$ cat src/rtl/packet_filter_pkg.sv
// Shared definitions for the frame generator / frame monitor pair:
// parser states, header geometry and the common 8-bit register map.
package packet_filter_pkg;

  typedef enum logic [1:0] {
    IDLE,
    HEADER,
    PAYLOAD,
    DRAIN
  } mon_state_t;

  localparam int unsigned HDR_BEATS = 8;

  localparam logic [7:0] REG_DST    = 8'd0;
  localparam logic [7:0] REG_SRC    = 8'd6;
  localparam logic [7:0] REG_LEN    = 8'd12;
  localparam logic [7:0] REG_TYPE   = 8'd14;
  localparam logic [7:0] REG_CSUM   = 8'd16;
  localparam logic [7:0] REG_GOOD   = 8'd20;
  localparam logic [7:0] REG_ERR    = 8'd22;
  localparam logic [7:0] REG_STATUS = 8'd23;
  localparam logic [7:0] REG_CLEAR  = 8'd24;
  localparam logic [7:0] REG_STALL  = 8'd25;

  // Byte 0 of a MAC is the earliest wire byte, held in the top bits.
  function automatic logic [7:0] mac_byte(input logic [47:0] mac, input logic [2:0] idx);
    logic [47:0] sh;
    sh = mac >> {3'd5 - idx, 3'b000};
    return sh[7:0];
  endfunction

endpackage

$ cat src/rtl/frame_monitor_csr.sv
// Visible register file, good/error counters, clear and Avalon readback.
// FRAME_MONITOR_STALL_EN adds the stall-pattern register at address 25.
module frame_monitor_csr
  import packet_filter_pkg::*;
(
  input  logic        clk,
  input  logic        reset,
  input  logic [7:0]  writedata,
  input  logic        write,
  input  logic        chipselect,
  input  logic [7:0]  address,
  input  logic        read,
  output logic [7:0]  readdata,
  input  logic        commit_good,
  input  logic        commit_err,
  input  logic        in_frame,
  input  logic [47:0] dst,
  input  logic [47:0] src,
  input  logic [15:0] len,
  input  logic [15:0] ftype,
  input  logic [31:0] csum
`ifdef FRAME_MONITOR_STALL_EN
  ,
  output logic        stall_load
`endif
);

  logic [47:0] vis_dst, vis_src;
  logic [15:0] vis_len, vis_type, good_cnt;
  logic [31:0] vis_csum;
  logic [7:0]  err_cnt, rd_mux;
  logic        last_err, clear;

  assign clear = chipselect && write && (address == REG_CLEAR);

`ifdef FRAME_MONITOR_STALL_EN
  logic [7:0] stall_pattern;
  assign stall_load = chipselect && write && (address == REG_STALL);

  always_ff @(posedge clk) begin
    if (reset)           stall_pattern <= '0;
    else if (stall_load) stall_pattern <= writedata;
  end
`else
  logic unused_writedata;
  assign unused_writedata = ^writedata;
`endif

  // Clear beats a coincident commit for counters/status, but not for the fields.
  always_ff @(posedge clk) begin
    if (reset) begin
      vis_dst  <= '0;
      vis_src  <= '0;
      vis_len  <= '0;
      vis_type <= '0;
      vis_csum <= '0;
      good_cnt <= '0;
      err_cnt  <= '0;
      last_err <= 1'b0;
    end else begin
      if (commit_good) begin
        vis_dst  <= dst;
        vis_src  <= src;
        vis_len  <= len;
        vis_type <= ftype;
        vis_csum <= csum;
      end
      if (clear) begin
        good_cnt <= '0;
        err_cnt  <= '0;
        last_err <= 1'b0;
      end else begin
        if (commit_good) begin
          good_cnt <= good_cnt + 16'd1;
          last_err <= 1'b0;
        end
        if (commit_err) begin
          if (err_cnt != 8'hFF) err_cnt <= err_cnt + 8'd1;
          last_err <= 1'b1;
        end
      end
    end
  end

  always_comb begin
    rd_mux = '0;
    case (address)
      8'd0, 8'd1, 8'd2, 8'd3, 8'd4, 8'd5:       rd_mux = mac_byte(vis_dst, address[2:0]);
      8'd6, 8'd7, 8'd8, 8'd9, 8'd10, 8'd11:     rd_mux = mac_byte(vis_src, 3'(address - REG_SRC));
      REG_LEN:           rd_mux = vis_len[7:0];
      REG_LEN + 8'd1:    rd_mux = vis_len[15:8];
      REG_TYPE:          rd_mux = vis_type[15:8];
      REG_TYPE + 8'd1:   rd_mux = vis_type[7:0];
      REG_CSUM:          rd_mux = vis_csum[7:0];
      REG_CSUM + 8'd1:   rd_mux = vis_csum[15:8];
      REG_CSUM + 8'd2:   rd_mux = vis_csum[23:16];
      REG_CSUM + 8'd3:   rd_mux = vis_csum[31:24];
      REG_GOOD:          rd_mux = good_cnt[7:0];
      REG_GOOD + 8'd1:   rd_mux = good_cnt[15:8];
      REG_ERR:           rd_mux = err_cnt;
      REG_STATUS:        rd_mux = {6'd0, last_err, in_frame};
`ifdef FRAME_MONITOR_STALL_EN
      REG_STALL:         rd_mux = stall_pattern;
`endif
      default:           rd_mux = '0;
    endcase
  end

  always_ff @(posedge clk) begin
    if (reset) readdata <= '0;
    else       readdata <= (chipselect && read) ? rd_mux : '0;
  end

endmodule

$ cat src/rtl/frame_monitor.sv
// Ingress frame parser: header capture, length/tlast check, payload checksum.
// Optional FRAME_MONITOR_STALL_EN adds a rotating tready stall pattern.
module frame_monitor
  import packet_filter_pkg::*;
(
  input  logic        clk,
  input  logic        reset,
  input  logic [7:0]  writedata,
  input  logic        write,
  input  logic        chipselect,
  input  logic [7:0]  address,
  input  logic        read,
  output logic [7:0]  readdata,
  input  logic [15:0] ingress_port_tdata,
  input  logic        ingress_port_tlast,
  input  logic        ingress_port_tvalid,
  output logic        ingress_port_tready
);

  mon_state_t  state, state_next;
  logic [15:0] cnt, cnt_next;
  logic [47:0] dst_w, src_w, dst_n, src_n;
  logic [15:0] len_w, len_n, type_w, type_n, pay_beats;
  logic [31:0] csum_w, csum_n;
  logic        xfer, hdr_last, last_pay, commit_good, commit_err;

  assign xfer      = ingress_port_tvalid && ingress_port_tready;
  assign pay_beats = {1'b0, len_w[15:1]} + {15'd0, len_w[0]};
  assign hdr_last  = (cnt == 16'(HDR_BEATS - 1));
  assign last_pay  = (cnt == pay_beats - 16'd1);

  always_ff @(posedge clk) begin
    if (reset) state <= IDLE;
    else       state <= state_next;
  end

  always_comb begin
    state_next = state;
    if (xfer) begin
      case (state)
        IDLE:    state_next = ingress_port_tlast ? IDLE : HEADER;
        HEADER:  if (ingress_port_tlast) state_next = IDLE;
                 else if (hdr_last)      state_next = (len_w != '0) ? PAYLOAD : DRAIN;
        PAYLOAD: if (ingress_port_tlast) state_next = IDLE;
                 else if (last_pay)      state_next = DRAIN;
        DRAIN:   if (ingress_port_tlast) state_next = IDLE;
        default: state_next = IDLE;
      endcase
    end
  end

  // Length errors are committed when detected; DRAIN only discards.
  always_comb begin
    commit_good = 1'b0;
    commit_err  = 1'b0;
    if (xfer) begin
      case (state)
        IDLE:    commit_err = ingress_port_tlast;
        HEADER: begin
          if (ingress_port_tlast) begin
            commit_good = hdr_last && (len_w == '0);
            commit_err  = !(hdr_last && (len_w == '0));
          end else begin
            commit_err  = hdr_last && (len_w == '0);
          end
        end
        PAYLOAD: begin
          commit_good = ingress_port_tlast && last_pay;
          commit_err  = ingress_port_tlast != last_pay;
        end
        default: ;
      endcase
    end
  end

  always_comb begin
    cnt_next = cnt;
    dst_n    = dst_w;
    src_n    = src_w;
    len_n    = len_w;
    type_n   = type_w;
    csum_n   = csum_w;
    if (xfer) begin
      case (state)
        IDLE: begin
          dst_n    = {ingress_port_tdata, dst_w[31:0]};
          csum_n   = '0;
          cnt_next = 16'd1;
        end
        HEADER: begin
          cnt_next = hdr_last ? 16'd0 : cnt + 16'd1;
          case (cnt[2:0])
            3'd1: dst_n[31:16] = ingress_port_tdata;
            3'd2: dst_n[15:0]  = ingress_port_tdata;
            3'd3: src_n[47:32] = ingress_port_tdata;
            3'd4: src_n[31:16] = ingress_port_tdata;
            3'd5: src_n[15:0]  = ingress_port_tdata;
            3'd6: len_n        = {ingress_port_tdata[7:0], ingress_port_tdata[15:8]};
            3'd7: type_n       = ingress_port_tdata;
            default: ;
          endcase
        end
        PAYLOAD: begin
          cnt_next = cnt + 16'd1;
          csum_n   = csum_w + {24'd0, ingress_port_tdata[15:8]}
                   + ((last_pay && len_w[0]) ? 32'd0 : {24'd0, ingress_port_tdata[7:0]});
        end
        default: ;
      endcase
    end
  end

  always_ff @(posedge clk) begin
    if (reset) begin
      cnt    <= '0;
      dst_w  <= '0;
      src_w  <= '0;
      len_w  <= '0;
      type_w <= '0;
      csum_w <= '0;
    end else begin
      cnt    <= cnt_next;
      dst_w  <= dst_n;
      src_w  <= src_n;
      len_w  <= len_n;
      type_w <= type_n;
      csum_w <= csum_n;
    end
  end

`ifdef FRAME_MONITOR_STALL_EN
  logic       stall_load;
  logic [7:0] rot;

  // tready always reflects ~rot[0]; a pattern write restarts the rotation.
  always_ff @(posedge clk) begin
    if (reset) begin
      rot                 <= '0;
      ingress_port_tready <= 1'b0;
    end else if (stall_load) begin
      rot                 <= writedata;
      ingress_port_tready <= !writedata[0];
    end else begin
      rot                 <= {rot[0], rot[7:1]};
      ingress_port_tready <= !rot[1];
    end
  end
`else
  always_ff @(posedge clk) begin
    if (reset) ingress_port_tready <= 1'b0;
    else       ingress_port_tready <= 1'b1;
  end
`endif

  frame_monitor_csr u_csr (
    .clk         (clk),
    .reset       (reset),
    .writedata   (writedata),
    .write       (write),
    .chipselect  (chipselect),
    .address     (address),
    .read        (read),
    .readdata    (readdata),
    .commit_good (commit_good),
    .commit_err  (commit_err),
    .in_frame    (state != IDLE),
    .dst         (dst_n),
    .src         (src_n),
    .len         (len_n),
    .ftype       (type_n),
    .csum        (csum_n)
`ifdef FRAME_MONITOR_STALL_EN
    ,
    .stall_load  (stall_load)
`endif
  );

endmodule
$ cat config.mk
export PLATFORM = sky130hd
export DESIGN_NAME = frame_monitor
export DESIGN_NICKNAME = d
export VERILOG_FILES = /design/src/rtl/packet_filter_pkg.sv /design/src/rtl/frame_monitor_csr.sv /design/src/rtl/frame_monitor.sv
export SDC_FILE = /design/constraint.sdc
export NUM_CORES = 1
export LEC_CHECK = 0
export BUFFER_PORTS_ARGS = -buffer_cell sky130_fd_sc_hd__buf_2
export CAP_MARGIN = 10
export CORE_ASPECT_RATIO = 1.5
export CORE_MARGIN = 1
export CORE_UTILIZATION = 43
export CTS_BUF_LIST = sky130_fd_sc_hd__clkbuf_4 sky130_fd_sc_hd__clkbuf_8
export DETAILED_ROUTE_END_ITERATION = 12
export GPL_TIMING_DRIVEN = 1
export PLACE_DENSITY_LB_ADDON = 0.25
export SYNTH_ARGS = -nofsm -noshare
export SYNTH_HDL_FRONTEND = slang
export SYNTH_HIERARCHICAL = 1
export SYNTH_SLANG_ARGS = --single-unit
export TNS_END_PERCENT = 30
$ cat constraint.sdc
create_clock -name clk -period 5.09 [get_ports clk]
set_clock_uncertainty 0.2 [all_clocks]
set_input_delay 1.2725 -clock clk [delete_from_list [all_inputs] [get_ports clk]]
set_output_delay 1.2725 -clock clk [all_outputs]
set_load 0.02 [all_outputs]
==> results of run 1 <==
layout by cell type (no fill, tap or decap), drive strengths merged, types with 20 or more instances in the layout:
| cell type | n |
|---|---|
| mux4 | 20 |
| clkbuf | 85 |
| a21oi | 30 |
| inv | 28 |
| buf | 109 |
| and2 | 156 |
| nand2 | 93 |
| ha | 26 |
| mux2 | 139 |
| o21ai | 34 |
| nor2 | 229 |
| nand3 | 34 |
| and3 | 21 |
| dfxtp | 372 |
| a22oi | 22 |
| xnor2 | 36 |
| mux2i | 191 |
through the flow:
step	hold slack [ns]	setup WS (ns)	instance area, um2	power (mW)	TNS [ns]
3_5_place_dp	0.279	-0.165	18500	3.28	-2.70
6_report	0.288	0.151	19900	5.81	0
5_1_grt	0.317	-0.116	19900	6.03	-1.02
3_3_place_gp	0.265	-0.104	18500	3.28	-0.770
2_1_floorplan	0.251	0.00858	17700	3.16	0
4_1_cts	0.294	0.0157	19700	5.87	0
worst max-delay path by stage:
stage | start | endpoint | slack [ns] | cells past startpoint
after global routing | len_w[0] | u_csr/vis_csum[31] | -0.12 | 21
final | len_w[0] | u_csr/vis_csum[11] | 0.15 | 19
after detailed placement | len_w[0] | u_csr/vis_csum[11] | -0.16 | 19
after floorplan | len_w[0] | u_csr/vis_csum[9] | 0.009 | 22
after global placement | len_w[0] | u_csr/vis_csum[11] | -0.10 | 19
after CTS | len_w[0] | u_csr/vis_csum[17] | 0.02 | 20
power by group:
| part | switching (mW) | internal (mW) |
|---|---|---|
| clock network | 1.19 | 1.40 |
| registers | 0.00452 | 2.92 |
| logic | 0.202 | 0.100 |
| total | 1.39 | 4.42 |
cell usage after synthesis, types with 21 or more instances:
master / count / share of area
and2_1: 155 / 0.055
inv_1: 27 / 0.0057
and3_1: 21 / 0.0074
nor2_1: 229 / 0.049
ha_1: 26 / 0.018
clkbuf_1: 71 / 0.015
a22oi_1: 22 / 0.0094
o21ai_0: 33 / 0.0094
xnor2_1: 36 / 0.018
dfxtp_1: 372 / 0.42
nand3_1: 34 / 0.0096
a21oi_1: 30 / 0.0085
mux2i_1: 191 / 0.11
mux2_2: 138 / 0.088
nand2_1: 93 / 0.020
buf_2: 32 / 0.0091
sequential cells by signal, indices dropped and copies added, names as in the netlist:
register / count
type_w: 16
src_w: 48
u_csr/last_err: 1
u_csr/good_cnt: 16
u_csr/vis_dst: 48
csum_w: 32
u_csr/vis_len: 16
cnt: 16
u_csr/err_cnt: 8
u_csr/vis_src: 48
ingress_port_tready: 1
u_csr/readdata: 8
u_csr/vis_type: 16
len_w: 16
state: 2
dst_w: 48
u_csr/vis_csum: 32
kinds of logic (layout without fill, tap and decap cells):
| family | count (synthesis) | in the layout | synth area share |
|---|---|---|---|
| buffers and inverters | 141 | 235 | 0.0369 |
| xor gates and xnor gates | 53 | 53 | 0.0263 |
| DFF | 372 | 372 | 0.422 |
| adders and majority gates | 35 | 35 | 0.0286 |
| muxes | 350 | 350 | 0.223 |
| other | 0 | 3 | 0 |
| and+or+nand+nor | 639 | 639 | 0.185 |
| AOI/OAI and AO/OA | 194 | 194 | 0.0781 |
timing repair:
action	in CTS	in global routing
setup endpoints to repair	34	47
pin swaps	5	13
buffers inserted	2	5
gates resized for setup	5	24
hold endpoints to repair	0	0
worst max-delay path, delay by kind of cell (launching register included):
family | cells | cell delay (ns)
xor+xnor | 1 | 0.21
compound gates | 8 | 1.71
mux | 1 | 0.14
buf+inv | 1 | 0.08
flops | 1 | 0.33
simple gates | 3 | 0.76
fa+ha+maj | 5 | 1.34
final cells by class:
cell class              count  area (um2)  area share
clock buffers              85        1030      0.0520
diodes                      3        7.51    0.000378
well taps                 506         633      0.0319
inverters                  27         103     0.00517
multi-input cells        1271        9720       0.489
repair buffers            109         774      0.0390
clock inverters            14         144     0.00725
flip-flops and latches    372        7450       0.375
layer usage:
layer,GRT usage,part of all wire
met3,0.0303,0.036
met1,0.272,0.42
met4,0.108,0.044
met2,0.405,0.50
met5,0,0
==> impl_metrics.ini, run 1 <==
[clock_network]
tritoncts = yes
clk_latency_ns = 0.64
cts_root_buf = clkbuf_8
ctsLongestPathBuffers = 3
numCtsBuffers = 56
cts_num_sinks = 372
clk_pin_slew_ns = 0.07
h-tree-depth = 2
hold_buffers = 0

[place]
dpl.hpwl_mm = 32.4
placedCellCount = 2279
port_buffers = 39
gp_congestion = 0.892

[critical_path]
end_kind = flop
critPathLaunchType = flop
reg2reg_depth = 19
path_max_fanout = 6
slowest_stage = or4b_4
cp_common_cell = ha_4
arrival_ns = 5.24
path_cells = inv_2 -> ha_4 -> ha_4 -> or4b_4 -> nor4_4 -> xor2_1 -> a221oi_2 -> a311oi_4 -> a21boi_2 -> fa_1 -> ha_4 -> fa_2 -> a21o_1 -> a21o_1 -> a31o_4 -> a41o_1 -> a32o_1 -> mux2i_1 -> nor2_1
r2r_end = u_csr/vis_csum[11]
worst_ep_required_time_ns = 5.39
critPathMaxStageDelay_ns = 0.53
path_class = reg -> reg
r2r_start = len_w[0]
r2r_slack_ns = 0.15

[yosys]
ys.warnings.count = 6
synth_cell_type_count = 81
ys.flop_type = dfxtp_1
netlist_area_um2 = 17700
syn_avg_cell_area_um2 = 9.89
synth_edf_count = 0
syn_nets = 1858
ys_seq_area_frac = 0.422
synthCells = 1784
async_flop_share = 0
ys_seq_elements = 372

[drt]
drcViolationCount = 0
ant_nets = 0
wl_mm = 47.8
drt-initial-drc-count = 755
vias_per_cell = 5.58
vias = 13308
wire_per_inst_um = 20.0
dr.pass1.iters = 5

[sta]
finalMaxSlewViolations = 0
worstMarginPinSlew_ns = 1.07
fmax_ghz = 0.202
setup_viol = 0
finalHoldViolCount = 0
rsz0062_at_grt = yes
period_minus_slack_ns = 4.94
slew_headroom = 0.288
post-route-period-util = 0.970

[die]
fp.dieArea_um2 = 41900
boundaryPins = 48
die_y_um = 250
rows = 90
coreArea_um2 = 40300
die_x_um = 167
initial_core_util = 0.438

[power_and_ir_drop]
p_per_area_nw_per_um2 = 293
total_leakage_power_nw = 7.63
ir_drop_v = 0.000231

[min_path]
worstHoldStart = u_csr/vis_src[9]
hold_path_class = reg -> reg
holdPathEnd = u_csr/vis_src[9]
whs_path_depth = 2

[finish]
final_util = 0.493
areaGrowthSynthToFinish_pct = 12.5
nets = 1911
final-instance-count-excl-fill = 2387
nFillCells = 3776
layout-drive-gt1-share = 0.220

[global_routing]
grt_pass1_vias = 13164
gr-total-overflow = 0
antenna_found_initial = 1
grt_usage = 0.229
grt_max_degree = 102
grt_pass1_wl_mm = 75.1

[run_status]
status = finished, final reports clean

[flow_run]
drv_cap = 0
No activity file was read; power rests on OpenSTA's default activity.
==> run 2, diff against run 1 <==
- BUFFER_PORTS_ARGS: -buffer_cell sky130_fd_sc_hd__buf_2 -> -buffer_cell sky130_fd_sc_hd__clkbuf_2
==> run 2 against run 1 <==
Utilization up 0.43 points; sequential power about the same; die area unchanged; sequential cell count unchanged; largest cell class unchanged; setup slack worse by 0.058 ns; via count about the same; register-to-register slack worse by 0.06 ns; maximum frequency down 1.2%; combinational power up 4%.
==> impl_metrics.ini, run 2 (synthesis gave the netlist of run 1 again) <==
[die]
rows = 90
fp.dieArea_um2 = 41900
initial_core_util = 0.438
die_x_um = 167
boundaryPins = 48
coreArea_um2 = 40300
die_y_um = 250

[clock_network]
cts_root_buf = clkbuf_8
cts_num_sinks = 372
tritoncts = yes
clk_pin_slew_ns = 0.07
hold_buffers = 0
h-tree-depth = 2
clk_latency_ns = 0.63
numCtsBuffers = 55
ctsLongestPathBuffers = 3

[global_routing]
antenna_found_initial = 1
gr-usage-met3 = 0.0267
use_met1 = 0.270
grt_pass1_wl_mm = 74.2
grt_usage = 0.227
use_met2 = 0.413
top_usage_layer = met2
grt_pass1_vias = 12928
grt_max_degree = 85
gr-total-overflow = 0

[finish]
layout_common_cells = 371 x dfxtp_1, 227 x nor2_1, 191 x mux2i_1
nets = 1917
final_common_cell = dfxtp_1
nFillCells = 3741
seqCellArea_um2 = 7450
design_area_um2 = 20000
layout-drive-gt1-share = 0.230
multi_input_area_um2 = 9830
final_util = 0.497
areaGrowthSynthToFinish_pct = 13.5

[critical_path]
cpLargestDelayFamily = compound AO/OA/AOI/OAI gates
cp_common_cell = ha_4
arrival_ns = 5.27
end_kind = flop
path_class = reg -> reg
cp_num_cells = 20
path_cells = inv_4 -> ha_4 -> ha_4 -> or4b_4 -> nor4_4 -> xor2_1 -> a221oi_2 -> a311oi_4 -> buf_4 -> a21boi_2 -> fa_2 -> ha_4 -> fa_2 -> a21o_1 -> a21o_1 -> a31o_4 -> mux2_2 -> a22o_1 -> mux2i_1 -> nor2_1
worst_ep_required_time_ns = 5.36
path_max_fanout = 5
path_buf_inv = 2
critPathMaxStageDelay_ns = 0.53
slowest_stage = or4b_4
reg2reg_depth = 20
critPathLaunchType = flop
r2r_slack_ns = 0.09

[sta]
final.setup.tns_ns = 0
rsz0062_at_grt = yes
worstMarginPinSlew_ns = 1.05
whs_ns = 0.285
post-route-period-util = 0.982
finalHoldViolCount = 0
setup_viol = 0
fmax_ghz = 0.200
timing.final.ws_setup_ns = 0.0929
slew_headroom = 0.295
finalMaxSlewViolations = 0
period_minus_slack_ns = 5.00

[place]
dpl.hpwl_mm = 33.0
port_buffers = 39
dpl_worst_slack_ns = -0.247
placed_area_um2 = 18500
gp_congestion = 0.891

[power_and_ir_drop]
p_per_area_nw_per_um2 = 289
ir_drop_v = 0.000238
total_leakage_power_nw = 7.69

[drt]
wire_per_inst_um = 20.2
drcViolationCount = 0
vias_per_cell = 5.57
vias = 13316
wl_mm = 48.3
dr.pass1.iters = 9
ant_nets = 0
drt-initial-drc-count = 707

[flow_run]
drv_cap = 0

[min_path]
hold_path_class = reg -> reg
whs_path_depth = 2

[run_status]
status = finished, final reports clean
## run 2: changes by cell type in the layout (fill, tap and decap cells not counted), moves of 3 or more
cell      change
clkbuf_4      -4
buf_4         +5
clkinv_2      -3
clkbuf_2     +37
buf_2        -37
clkbuf_8      +9
## run 2: path summary, 6_finish.rpt
path / endpoint / from
max: u_csr/vis_csum[9] / len_w[0]
min: u_csr/vis_dst[23] / u_csr/vis_dst[23]
max reg2reg: u_csr/vis_csum[9] / len_w[0]
min reg2reg: u_csr/vis_dst[23] / u_csr/vis_dst[23]
## run 2: stage by stage
stage	std cells	power, mW
2_1_floorplan	1784	3.16
3_3_place_gp	2286	3.28
3_5_place_dp	2286	3.29
4_1_cts	2388	5.84
5_1_grt	2391	6.00
6_report	2391	5.79
## run 2: power breakdown
| group | total [mW] | leakage [nW] | switching [mW] | internal [mW] |
|---|---|---|---|---|
| sequential | 2.92 | 3.00 | 0.00444 | 2.92 |
| combinational | 0.314 | 4.06 | 0.208 | 0.106 |
| clock | 2.55 | 0.630 | 1.16 | 1.39 |
| total | 5.79 | 7.69 | 1.37 | 4.42 |
## run 2: what timing repair did
| item | CTS | global route |
|---|---|---|
| pin swaps | 6 | 15 |
| gates resized for setup | 9 | 44 |
| endpoints found under the setup margin | 43 | 45 |
| gates cloned | 0 | 0 |
| setup buffers | 4 | 3 |
## run 2: routing by layer
metal,up-vias,part of all wire
met5,-,0
met4,0,0.038
met3,105,0.036
met2,292,0.51
met1,6535,0.42
li1,6384,-
## run 2: tightest hold or removal path: cells and delay by family (launching register included)
| family | cells | cell delay [ns] |
|---|---|---|
| AND/OR/NAND/NOR | 1 | 0.07 |
| multiplexers | 1 | 0.06 |
| flip-flops | 1 | 0.32 |
## run 2: area by class of cell
type | instances | area share
Multi-Input combinational cell | 1271 | 0.491
Sequential cell | 372 | 0.372
Clock buffer | 90 | 0.0562
Timing Repair Buffer | 116 | 0.0417
Tap cell | 506 | 0.0316
Inverter | 27 | 0.00525
Clock inverter | 8 | 0.00244
Antenna cell | 1 | 0.000125
==> run 3, diff against run 2 <==
- BUFFER_PORTS_ARGS: -buffer_cell sky130_fd_sc_hd__clkbuf_2 -> unset
- DONT_BUFFER_PORTS: unset -> 1
- SYNTH_HIERARCHICAL: 1 -> unset
==> run 3 against run 2 <==
Clock power increased by 7%; combinational power decreased by 48%; final area fell by 7.2%; critical path type unchanged.
==> impl_metrics.ini, run 3 <==
[drt]
drcViolationCount = 0
wl_mm = 45.8
vias = 13275
wl_met3_mm = 1.96
top_layer_used = met4
dr.pass1.iters = 5
drt-initial-drc-count = 965
wire_per_inst_um = 19.7
ant_nets = 0
wl_met2_mm = 23.1
met1_length_mm = 18.1
vias_per_cell = 5.70

[clock_network]
cts_num_sinks = 372
cts_root_buf = clkbuf_8
numCtsBuffers = 57
tritoncts = yes
clk_latency_ns = 0.63
h-tree-depth = 2
hold_buffers = 0
ctsLongestPathBuffers = 3
clk_pin_slew_ns = 0.07

[place]
dpl.hpwl_mm = 30.7
port_buffers = 0
placed_area_um2 = 17100
gp_congestion = 0.919

[flow_run]
drv_cap = 0

[critical_path]
path_buf_inv = 4
endpoint = u_csr.vis_csum[27]
end_kind = flop
r2r_start = len_w[0]
worst_ep_required_time_ns = 5.43
crit_path_start = len_w[0]
cp_num_cells = 20
r2r_end = u_csr.vis_csum[27]
cp_common_cell = buf_4
cpLargestDelayFamily = compound AO/OA/AOI/OAI gates
arrival_ns = 5.25
slowest_stage = fa_1
critPathLaunchType = flop
reg2reg_depth = 20
path_class = reg -> reg
path_max_fanout = 8
critPathMaxStageDelay_ns = 0.50
r2r_slack_ns = 0.18
path_cells = inv_1 -> ha_1 -> ha_2 -> buf_4 -> nor2b_1 -> o311ai_0 -> o2111ai_2 -> nor4_4 -> buf_4 -> nor2b_1 -> fa_1 -> ha_2 -> fa_2 -> a21oi_2 -> o211ai_1 -> a21boi_1 -> buf_4 -> nand3b_1 -> or3_1 -> a31oi_1

[global_routing]
grt_usage = 0.233
grt_pass1_wl_mm = 72.2
grt_max_degree = 307
antenna_found_initial = 1
grt_pass1_vias = 12847
gr-total-overflow = 0

[power_and_ir_drop]
p_per_area_nw_per_um2 = 314
ir_drop_v = 0.000191
total_leakage_power_nw = 7.31
p_seq_frac = 0.502
switching_share = 0.218
clock_power_share = 0.470
p_int_mw = 4.56
p_comb_frac = 0.028
power.switching_mw = 1.27

[die]
rows = 88
boundaryPins = 48
die_y_um = 244
initial_core_util = 0.437
fp.dieArea_um2 = 39800
die_x_um = 163
coreArea_um2 = 38400

[finish]
layout-drive-gt1-share = 0.118
final_util = 0.484
design_area_um2 = 18600
nFillCells = 3635
seqCellArea_um2 = 7450
layout_common_cells = 377 x nor2_1, 372 x dfxtp_1, 158 x mux2i_1
areaGrowthSynthToFinish_pct = 10.8
nets = 1862
multi_input_area_um2 = 8760
final_common_cell = nor2_1

[sta]
rsz0062_at_grt = yes
fmax_ghz = 0.204
setup_viol = 0
slew_headroom = 0.200
finalHoldViolCount = 0
finalMaxSlewViolations = 0
period_minus_slack_ns = 4.91
final.setup.tns_ns = 0
post-route-period-util = 0.965
worstMarginPinSlew_ns = 1.20

[yosys]
synth_cell_type_count = 76
synth_area_leaders = dfxtp_1 44%, mux2i_1 9.4%, nor2_1 8.4%, a211oi_1 6.3%, mux4_2 2.8%
yosys.area.top_type_share = 0.444
synthCells = 1831
synth_edf_count = 0
ys.flop_type = dfxtp_1
synth.most_common_cell = nor2_1
yosys-top-cells-count = 377 x nor2_1, 372 x dfxtp_1, 158 x mux2i_1
ys.warnings.count = 0
synth_area_leader_cell = dfxtp_1
async_flop_share = 0
syn_avg_cell_area_um2 = 9.16
ys_seq_elements = 372
ys_seq_area_frac = 0.444
syn_nets = 1905
netlist_area_um2 = 16800

[min_path]
hold_path_class = reg -> reg

[run_status]
status = finished, final reports clean
## run 3: changes by cell type after synthesis, sizes merged, moves of 21 or more
cell / before / now
nand2: 93 / 71
nor2: 229 / 377
and2: 156 / 9
clkbuf: 72 / 112
a21oi: 30 / 51
mux2i: 191 / 158
mux2: 139 / 22
a211oi: 5 / 141
## run 3: power by group through the flow
| stage | combinational (mW) | sequential [mW] | clock (mW) |
|---|---|---|---|
| 3_5_place_dp | 0.152 | 2.99 | 0 |
| 2_1_floorplan | 0.182 | 2.99 | 0 |
| 4_1_cts | 0.155 | 2.93 | 2.81 |
| 5_1_grt | 0.179 | 2.93 | 2.94 |
| 6_report | 0.164 | 2.93 | 2.74 |
| 3_3_place_gp | 0.149 | 2.99 | 0 |
## run 3: cell type report
type	count	area share
Tap cell	495	0.0333
Clock inverter	8	0.00606
Timing Repair Buffer	37	0.0170
Sequential cell	372	0.401
Inverter	38	0.00767
Multi-Input combinational cell	1282	0.472
Antenna cell	1	0.000135
Clock buffer	95	0.0636
## run 3: cell families (layout without fill, tap and decap cells)
group	Yosys count	in the layout	share of synthesized area
simple gates	645	645	0.176
flops	372	372	0.444
compound gates	352	352	0.145
mux	201	201	0.137
buf+inv	177	178	0.0418
xor+xnor	49	49	0.0256
fa+ha+maj	35	35	0.0301
other cells	0	1	0
## run 3: what timing repair did
action                     in CTS  in global routing
setup buffers                   2                  1
setup endpoints to repair      16                 38
resized for setup               0                 22
pin swaps                       2                  8
## run 3: routing by layer
layer / vias up / track usage
met5: - / 0
met4: 0 / 0.135
met3: 113 / 0.0371
met2: 292 / 0.411
met1: 6410 / 0.261
li1: 6460 / -
## run 3: worst min-delay path by stage
stage	cells past startpoint	startpoint	endpoint	slack, ns
2_1_floorplan	2	u_csr.vis_csum[13]	u_csr.vis_csum[13]	0.24
3_3_place_gp	2	u_csr.vis_csum[13]	u_csr.vis_csum[13]	0.25
3_5_place_dp	2	u_csr.vis_csum[13]	u_csr.vis_csum[13]	0.25
4_1_cts	2	u_csr.vis_csum[13]	u_csr.vis_csum[13]	0.26
5_1_grt	2	u_csr.vis_csum[13]	u_csr.vis_csum[13]	0.31
6_report	2	u_csr.vis_csum[13]	u_csr.vis_csum[13]	0.27
## run 3: through the flow
stage	worst slack (ns)	total power [mW]	hold slack, ns	instances
final	0.177	5.83	0.272	2328
after global placement	-0.0121	3.14	0.246	2221
after global routing	-0.0161	6.05	0.310	2328
after floorplan	0.0978	3.17	0.236	1831
after CTS	0.0383	5.89	0.259	2326
after detailed placement	-0.0791	3.14	0.249	2221
## run 3: worst register-to-register path, cell delays in order, from the launching register on
cell,delay (ns)
dfxtp_1,0.33
inv_1,0.05
ha_1,0.21
ha_2,0.18
buf_4,0.15
nor2b_1,0.12
o311ai_0,0.47
o2111ai_2,0.23
nor4_4,0.23
buf_4,0.19
nor2b_1,0.07
fa_1,0.50
ha_2,0.20
fa_2,0.23
a21oi_2,0.07
o211ai_1,0.35
a21boi_1,0.15
buf_4,0.21
nand3b_1,0.19
or3_1,0.35
a31oi_1,0.17
